==> config.mk <==
export PLATFORM = sky130hd
export DESIGN_NAME = face_box_overlay_flat
export DESIGN_NICKNAME = d
export VERILOG_FILES = /design/src/rtl/face_pkg.sv /design/src/rtl/face_box_overlay_if.sv /design/src/rtl/face_box_tracker.sv /design/src/rtl/face_box_overlay.sv /design/src/flat_wrapper.sv
export SDC_FILE = /design/constraint.sdc
export NUM_CORES = 1
export LEC_CHECK = 0
export CORE_MARGIN = 4
export CORE_UTILIZATION = 43
export CTS_CLUSTER_SIZE = 16
export DETAILED_ROUTE_END_ITERATION = 8
export DONT_BUFFER_PORTS = 1
export PLACE_DENSITY = 0.56
export SLEW_MARGIN = 10
export SYNTH_ARGS = -nofsm -noshare
export SYNTH_HDL_FRONTEND = slang
export SYNTH_HIERARCHICAL = 1
export SYNTH_SLANG_ARGS = --single-unit
==> constraint.sdc <==
create_clock -name clk -period 12.65 [get_ports clk]
set_input_delay 2.53 -clock clk [delete_from_list [all_inputs] [get_ports clk]]
set_output_delay 2.53 -clock clk [all_outputs]
set_load 0.03 [all_outputs]
==> src/rtl/face_pkg.sv <==
// Shared widths, tracker state type, box record and RGB565 colours for the face box overlay.
package face_pkg;

    localparam int unsigned COORD_W = 12;
    localparam int unsigned RGB_W   = 16;
    localparam int unsigned MISS_W  = 4;

    typedef enum logic [1:0] {
        StNoBox = 2'd0,
        StTrack = 2'd1,
        StCoast = 2'd2
    } track_state_e;

    typedef logic [COORD_W-1:0] coord_t;

    typedef struct packed {
        coord_t x0;
        coord_t x1;
        coord_t y0;
        coord_t y1;
    } box_t;

    localparam logic [RGB_W-1:0] Rgb565Red   = 16'hF800;
    localparam logic [RGB_W-1:0] Rgb565Green = 16'h07E0;
    localparam logic [RGB_W-1:0] Rgb565Blue  = 16'h001F;

    // Floor of the mean of two coordinates, summed one bit wider so it never wraps.
    function automatic coord_t coord_avg(input coord_t a, input coord_t b);
        logic [COORD_W:0] sum;
        sum = {1'b0, a} + {1'b0, b};
        return sum[COORD_W:1];
    endfunction

endpackage

==> src/rtl/face_box_overlay_if.sv <==
// RGB565 video stream bundle: frame sync, line valid, pixel strobe and pixel data.
interface face_box_overlay_if;
    import face_pkg::*;

    logic             vsync;
    logic             href;
    logic             clken;
    logic [RGB_W-1:0] rgb;

    modport master (output vsync, href, clken, rgb);
    modport slave  (input  vsync, href, clken, rgb);

endinterface

==> src/rtl/face_box_tracker.sv <==
// Per-frame box latch: vsync edge detect, validity check, track/coast FSM.
// Optional BOX_SMOOTH_EN averages each update with the previous box.
module face_box_tracker
    import face_pkg::*;
#(
    parameter int unsigned H_DISP      = 1024,
    parameter int unsigned V_DISP      = 720,
    parameter int unsigned MIN_SIZE    = 8,
    parameter int unsigned HOLD_FRAMES = 4
) (
    input  logic   clk,
    input  logic   rst_n,
    input  logic   vsync_i,
    input  coord_t x_min_i,
    input  coord_t x_max_i,
    input  coord_t y_min_i,
    input  coord_t y_max_i,
    output logic   vsync_rise_o,
    output box_t   box_o,
    output logic   box_valid_o
);

    localparam logic [COORD_W:0]  HDisp   = (COORD_W+1)'(H_DISP);
    localparam logic [COORD_W:0]  VDisp   = (COORD_W+1)'(V_DISP);
    localparam logic [COORD_W:0]  XLast   = (COORD_W+1)'(H_DISP - 1);
    localparam logic [COORD_W:0]  YLast   = (COORD_W+1)'(V_DISP - 1);
    localparam logic [COORD_W:0]  MinSz   = (COORD_W+1)'(MIN_SIZE);
    localparam logic [MISS_W-1:0] HoldMax = MISS_W'(HOLD_FRAMES);

    logic              vsync_q;
    track_state_e      state_q;
    logic [MISS_W-1:0] miss_q;
    box_t              box_q;
    logic              box_valid_q;

    logic              vsync_rise;
    logic              box_ok;
    logic [COORD_W:0]  x_min_w, x_max_w, y_min_w, y_max_w;
    box_t              box_new;
    box_t              box_upd;

    assign vsync_rise = vsync_i & ~vsync_q;

    always_comb begin
        x_min_w = {1'b0, x_min_i};
        x_max_w = {1'b0, x_max_i};
        y_min_w = {1'b0, y_min_i};
        y_max_w = {1'b0, y_max_i};
        box_ok  = (x_max_w >= x_min_w + MinSz) && (y_max_w >= y_min_w + MinSz) &&
                  (x_min_w < HDisp) && (y_min_w < VDisp);
        box_new.x0 = x_min_i;
        box_new.x1 = (x_max_w > XLast) ? XLast[COORD_W-1:0] : x_max_i;
        box_new.y0 = y_min_i;
        box_new.y1 = (y_max_w > YLast) ? YLast[COORD_W-1:0] : y_max_i;
`ifdef BOX_SMOOTH_EN
        box_upd.x0 = coord_avg(box_q.x0, box_new.x0);
        box_upd.x1 = coord_avg(box_q.x1, box_new.x1);
        box_upd.y0 = coord_avg(box_q.y0, box_new.y0);
        box_upd.y1 = coord_avg(box_q.y1, box_new.y1);
`else
        box_upd = box_new;
`endif
    end

    // Box and state only move on a frame boundary, so a frame is never torn.
    always_ff @(posedge clk or negedge rst_n) begin
        if (!rst_n) begin
            vsync_q     <= 1'b0;
            state_q     <= StNoBox;
            miss_q      <= '0;
            box_q       <= '0;
            box_valid_q <= 1'b0;
        end else begin
            vsync_q <= vsync_i;
            if (vsync_rise) begin
                case (state_q)
                    StNoBox: begin
                        if (box_ok) begin
                            box_q       <= box_new;
                            state_q     <= StTrack;
                            miss_q      <= '0;
                            box_valid_q <= 1'b1;
                        end
                    end
                    StTrack: begin
                        if (box_ok) begin
                            box_q  <= box_upd;
                            miss_q <= '0;
                        end else begin
                            state_q <= StCoast;
                            miss_q  <= MISS_W'(1);
                        end
                    end
                    StCoast: begin
                        if (box_ok) begin
                            box_q   <= box_upd;
                            state_q <= StTrack;
                            miss_q  <= '0;
                        end else if (miss_q == HoldMax) begin
                            state_q     <= StNoBox;
                            miss_q      <= '0;
                            box_valid_q <= 1'b0;
                        end else begin
                            miss_q <= miss_q + 1'b1;
                        end
                    end
                    default: begin
                        state_q     <= StNoBox;
                        miss_q      <= '0;
                        box_valid_q <= 1'b0;
                    end
                endcase
            end
        end
    end

    assign vsync_rise_o = vsync_rise;
    assign box_o        = box_q;
    assign box_valid_o  = box_valid_q;

endmodule

==> src/rtl/face_box_overlay.sv <==
// Draws the tracked face box outline onto an RGB565 stream with one clock of latency.
// BOX_SMOOTH_EN (in face_box_tracker) enables averaging of successive boxes.
module face_box_overlay
    import face_pkg::*;
#(
    parameter int unsigned      H_DISP      = 1024,
    parameter int unsigned      V_DISP      = 720,
    parameter logic [RGB_W-1:0] BOX_COLOR   = Rgb565Red,
    parameter int unsigned      LINE_W      = 2,
    parameter int unsigned      MIN_SIZE    = 8,
    parameter int unsigned      HOLD_FRAMES = 4
) (
    input  logic                     clk,
    input  logic                     rst_n,
    face_box_overlay_if.slave        pix_i,
    face_box_overlay_if.master       pix_o,
    input  coord_t                   x_min_i,
    input  coord_t                   x_max_i,
    input  coord_t                   y_min_i,
    input  coord_t                   y_max_i,
    output logic                     box_valid_o
);

    localparam coord_t           XLast = COORD_W'(H_DISP - 1);
    localparam coord_t           YLast = COORD_W'(V_DISP - 1);
    localparam logic [COORD_W:0] LineW = (COORD_W+1)'(LINE_W);

    logic             vsync_rise;
    box_t             box;
    logic             box_valid;

    coord_t           x_cnt_q, y_cnt_q, x_cnt_d, y_cnt_d;
    coord_t           px, py;
    logic [COORD_W:0] px_w, py_w, x0_w, x1_w, y0_w, y1_w;
    logic             in_box, on_edge, hit;

    logic             vsync_q, href_q, clken_q;
    logic [RGB_W-1:0] rgb_q;

    face_box_tracker #(
        .H_DISP      (H_DISP),
        .V_DISP      (V_DISP),
        .MIN_SIZE    (MIN_SIZE),
        .HOLD_FRAMES (HOLD_FRAMES)
    ) u_tracker (
        .clk          (clk),
        .rst_n        (rst_n),
        .vsync_i      (pix_i.vsync),
        .x_min_i      (x_min_i),
        .x_max_i      (x_max_i),
        .y_min_i      (y_min_i),
        .y_max_i      (y_max_i),
        .vsync_rise_o (vsync_rise),
        .box_o        (box),
        .box_valid_o  (box_valid)
    );

    // A pixel arriving with the vsync edge is already the first pixel of the new frame.
    always_comb begin
        px      = vsync_rise ? '0 : x_cnt_q;
        py      = vsync_rise ? '0 : y_cnt_q;
        x_cnt_d = px;
        y_cnt_d = py;
        if (pix_i.clken) begin
            if (px == XLast) begin
                x_cnt_d = '0;
                y_cnt_d = (py == YLast) ? '0 : py + 1'b1;
            end else begin
                x_cnt_d = px + 1'b1;
            end
        end
    end

    // Right/bottom edge test written as x + w > x1 so it cannot underflow.
    always_comb begin
        px_w    = {1'b0, px};
        py_w    = {1'b0, py};
        x0_w    = {1'b0, box.x0};
        x1_w    = {1'b0, box.x1};
        y0_w    = {1'b0, box.y0};
        y1_w    = {1'b0, box.y1};
        in_box  = (px_w >= x0_w) && (px_w <= x1_w) && (py_w >= y0_w) && (py_w <= y1_w);
        on_edge = (px_w < x0_w + LineW) || (px_w + LineW > x1_w) ||
                  (py_w < y0_w + LineW) || (py_w + LineW > y1_w);
        hit     = box_valid && in_box && on_edge;
    end

    always_ff @(posedge clk or negedge rst_n) begin
        if (!rst_n) begin
            x_cnt_q <= '0;
            y_cnt_q <= '0;
            vsync_q <= 1'b0;
            href_q  <= 1'b0;
            clken_q <= 1'b0;
            rgb_q   <= '0;
        end else begin
            x_cnt_q <= x_cnt_d;
            y_cnt_q <= y_cnt_d;
            vsync_q <= pix_i.vsync;
            href_q  <= pix_i.href;
            clken_q <= pix_i.clken;
            rgb_q   <= (pix_i.clken && hit) ? BOX_COLOR : pix_i.rgb;
        end
    end

    assign pix_o.vsync = vsync_q;
    assign pix_o.href  = href_q;
    assign pix_o.clken = clken_q;
    assign pix_o.rgb   = rgb_q;
    assign box_valid_o = box_valid;

endmodule

==> src/flat_wrapper.sv <==
// flat-port wrapper written by rule: the top's interface ports become plain ports
module face_box_overlay_flat import face_pkg::*;
#(
    parameter int unsigned      H_DISP      = 1024,
    parameter int unsigned      V_DISP      = 720,
    parameter logic [RGB_W-1:0] BOX_COLOR   = Rgb565Red,
    parameter int unsigned      LINE_W      = 2,
    parameter int unsigned      MIN_SIZE    = 8,
    parameter int unsigned      HOLD_FRAMES = 4
)
  (clk, rst_n, x_min_i, x_max_i, y_min_i, y_max_i, box_valid_o, pix_i_vsync, pix_i_href, pix_i_clken, pix_i_rgb, pix_o_vsync, pix_o_href, pix_o_clken, pix_o_rgb);
  face_box_overlay_if pix_i_i ();
  face_box_overlay_if pix_o_i ();
  input  logic clk;
  input  logic rst_n;
  input  coord_t x_min_i;
  input  coord_t x_max_i;
  input  coord_t y_min_i;
  input  coord_t y_max_i;
  output logic box_valid_o;
  input wire logic [$bits(pix_i_i.vsync)-1:0] pix_i_vsync;
  input wire logic [$bits(pix_i_i.href)-1:0] pix_i_href;
  input wire logic [$bits(pix_i_i.clken)-1:0] pix_i_clken;
  input wire logic [$bits(pix_i_i.rgb)-1:0] pix_i_rgb;
  output wire logic [$bits(pix_o_i.vsync)-1:0] pix_o_vsync;
  output wire logic [$bits(pix_o_i.href)-1:0] pix_o_href;
  output wire logic [$bits(pix_o_i.clken)-1:0] pix_o_clken;
  output wire logic [$bits(pix_o_i.rgb)-1:0] pix_o_rgb;
  assign pix_i_i.vsync = pix_i_vsync;
  assign pix_i_i.href = pix_i_href;
  assign pix_i_i.clken = pix_i_clken;
  assign pix_i_i.rgb = pix_i_rgb;
  assign pix_o_vsync = pix_o_i.vsync;
  assign pix_o_href = pix_o_i.href;
  assign pix_o_clken = pix_o_i.clken;
  assign pix_o_rgb = pix_o_i.rgb;
  face_box_overlay #(.H_DISP(H_DISP), .V_DISP(V_DISP), .BOX_COLOR(BOX_COLOR), .LINE_W(LINE_W), .MIN_SIZE(MIN_SIZE), .HOLD_FRAMES(HOLD_FRAMES)) u_core (.clk(clk), .rst_n(rst_n), .pix_i(pix_i_i), .pix_o(pix_o_i), .x_min_i(x_min_i), .x_max_i(x_max_i), .y_min_i(y_min_i), .y_max_i(y_max_i), .box_valid_o(box_valid_o));
endmodule
==> flow_summary.yaml <==
timing:
  max_freq_ghz: 0.157
  finalCriticalPeriod_ps: 6370
  setup_viol: 0
  setup_tns_ps: 0
  slew_viol_final: 0
  hold_violations: 0
  rsz0062_at_grt: "no"
  maxSlewHeadroom_pct: 50.0
  hold-worst-slack_ps: 488
  finClkSkew_ps: 22.4
  tightest_slew_ps: 749
  period_share_pct: 50.4
logic_synthesis:
  synth-seq-cells: 99
  synth_top_area_share_pct: 30.8
  synth_enable_flop_cells: 0
  syn_avg_cell_area_um2: 9.37
  syn-num-nets: 1059
  synth.distinct_cells: 65
  synthCells: 860
  yosys-top-cells-area: "dfrtp_1, ha_1, xnor2_1, mux2_2, inv_1"
  yosysSeqAreaShare_pct: 30.8
  synth_top_cell_by_area: "dfrtp_1"
  synth_commonest_cells: "ha_1, dfrtp_1, inv_1"
  synthArstFlopShare_pct: 100
  ys.flop_type: "dfrtp_1"
  yosys.cell_count.top_type: "ha_1"
  syn_area_um2: 8060
  yosys_warnings: 6
clock_tree:
  postCtsHoldBufs: 0
  clockBufferDepth: 2
  clk_pin_slew_ps: 80
  root_buffer: "clkbuf_16"
  htreeDepth: 3
  cts_inserted_buffers: 9
  postCtsSetupBuffers: 0
  cts_resized: 0
  clk-insertion-delay-late_ps: 360
  cts_tree: "yes"
  cts.sinks: 99
floorplanning:
  die_area_um2: 21000
  initial_core_util_pct: 44.2
  row_count: 49
  die-height_um: 145
  die_x_um: 145
  core_region_area_um2: 18200
  io_pins: 89
setup_path:
  crit-reg2reg-launch: "u_core/u_tracker/vsync_q"
  critPathLaunchType: "input pin"
  worst_r2r_path_depth: 17
  crit_fanout: 32
  r2r_end: "u_core/pix_o.rgb[0]"
  cp.required_ps: 12950
  cp.arrival_ps: 6670
  worstSetupPathType: "in2reg"
  rrSetupSlack_ps: 8090
  worst_setup_path_end_kind: "flop"
global_routing:
  grt_usage_pct: 18.4
  first_global_vias: 6020
  overflow: 0
  antenna_found_initial: 0
  grt_pass1_wl_um: 30800
  grt_max_degree: 100
final_layout:
  antenna_cells: 0
  syn_to_final_growth_pct: 6.21
  final_nets: 1054
  seq_area_um2: 2480
  final_cell_count_no_fill: 1089
  fin_area_um2: 8560
  n_fill_cell: 1721
  drive_gt1_share_pct: 9.19
  fin_util_pct: 47.0
  multiInputGateArea_um2: 5160
routing:
  drc: 0
  firstDrtPassIters: 5
  drtIter0Drc: 267
  wl_per_cell_um: 16.9
  vias: 6049
  antenna_left: 0
  routed_wl_um: 18400
  drt-vias-per-instance: 5.55
placement:
  port_buffers: 0
  placedCellCount: 1073
  gp_congestion: 0.865
  placed_area_um2: 8250
  dp_hpwl_um: 14600
min_path:
  hp-class: "reg2reg"
  hold_start: "u_core/u_tracker/box_o[11]"
  worstHoldPathCells: 1
  min_to: "u_core/u_tracker/box_o[11]"
run:
  maxCapViolCount: 0
run_status:
  status: "finished, final reports clean"
power:
  vdd_drop_max_mv: 0.0716
  p_leak_nw: 4.21
  power.density_nw_per_um2: 102
cells in the final DEF (no fill, tap or decap), drive strengths merged, types with 10 or more instances in the layout:
cell,instances
ha,130
dfrtp,99
inv,83
nor2,60
nand3,55
xnor2,38
nand2,35
mux2,34
a21oi,33
o21ai,32
xor2,26
nand4,24
nor2b,23
and2,21
nor3,17
or3,14
nand2b,13
a211oi,11
and3,10
worst max-delay path, stage by stage:
cell	delay, ps
nand2b_1	250
inv_1	70
buf_4	250
nor2b_1	420
ha_1	290
nand3_1	180
nor2_1	290
nand3_1	160
xnor2_1	160
ha_1	330
a21oi_1	180
nand2_1	70
or4_1	510
a211o_1	290
a211oi_2	220
a211o_4	270
and2_2	160
power by group:
part	internal [W]	leakage (nW)	switching, W
logic	0.0000990	2.78	0.000109
clock network	0.000141	0.150	0.000143
registers	0.000342	1.28	0.0000368
kinds of logic (layout without fill, tap and decap cells):
kind of cell	count (synthesis)	after routing	synth area share, %
compound gates	135	135	11.6
simple gates	292	292	19.5
flops	99	99	30.8
xor+xnor	64	64	6.96
fa+ha+maj	130	130	20.2
mux	41	41	5.85
buf+inv	99	99	5.16
how the worst max path moves through the flow:
stage | startpoint | slack [ps] | endpoint | depth (start not counted)
3_3_place_gp | pix_i_vsync | 6000 | u_core/pix_o.rgb[0] | 17
3_5_place_dp | pix_i_vsync | 5910 | u_core/pix_o.rgb[0] | 17
4_1_cts | pix_i_vsync | 6270 | u_core/pix_o.rgb[9] | 17
2_1_floorplan | pix_i_vsync | 6130 | u_core/pix_o.rgb[10] | 20
6_report | pix_i_vsync | 6280 | u_core/pix_o.rgb[0] | 17
5_1_grt | pix_i_vsync | 5860 | u_core/pix_o.rgb[0] | 17
layer usage:
layer,GRT usage (%),share of wire (%),vias to the layer above
met5,0,0,-
met4,5.20,1.6,0
met1,26.0,49,2836
met2,28.3,44,136
met3,4.44,5.9,18
li1,-,-,3059
stage by stage:
step | total power [W] | setup WS (ps)
after floorplan | 0.000547 | 6130
after global placement | 0.000594 | 6000
after detailed placement | 0.000594 | 5910
after CTS | 0.000883 | 6270
after global routing | 0.000930 | 5860
final | 0.000871 | 6280
sequential cells by signal (all words and copies together) (netlist names):
register and count:
u_core/y_cnt_q 12, u_core/pix_o.vsync 1, u_core/u_tracker/box_valid_o 1, u_core/u_tracker/state_q 2, u_core/pix_o.href 1, u_core/u_tracker/vsync_q 1, u_core/u_tracker/miss_q 4, u_core/x_cnt_q 12
u_core/u_tracker/box_o 48, u_core/pix_o.rgb 16, u_core/pix_o.clken 1
area by class of cell:
class	instances	area share, %
Clock buffer	9	2.63
Clock inverter	7	0.950
Inverter	80	3.51
Multi-Input combinational cell	662	60.3
Sequential cell	99	29.0
Tap cell	229	3.35
Timing Repair Buffer	3	0.263
(Power assumes the default switching activity.)
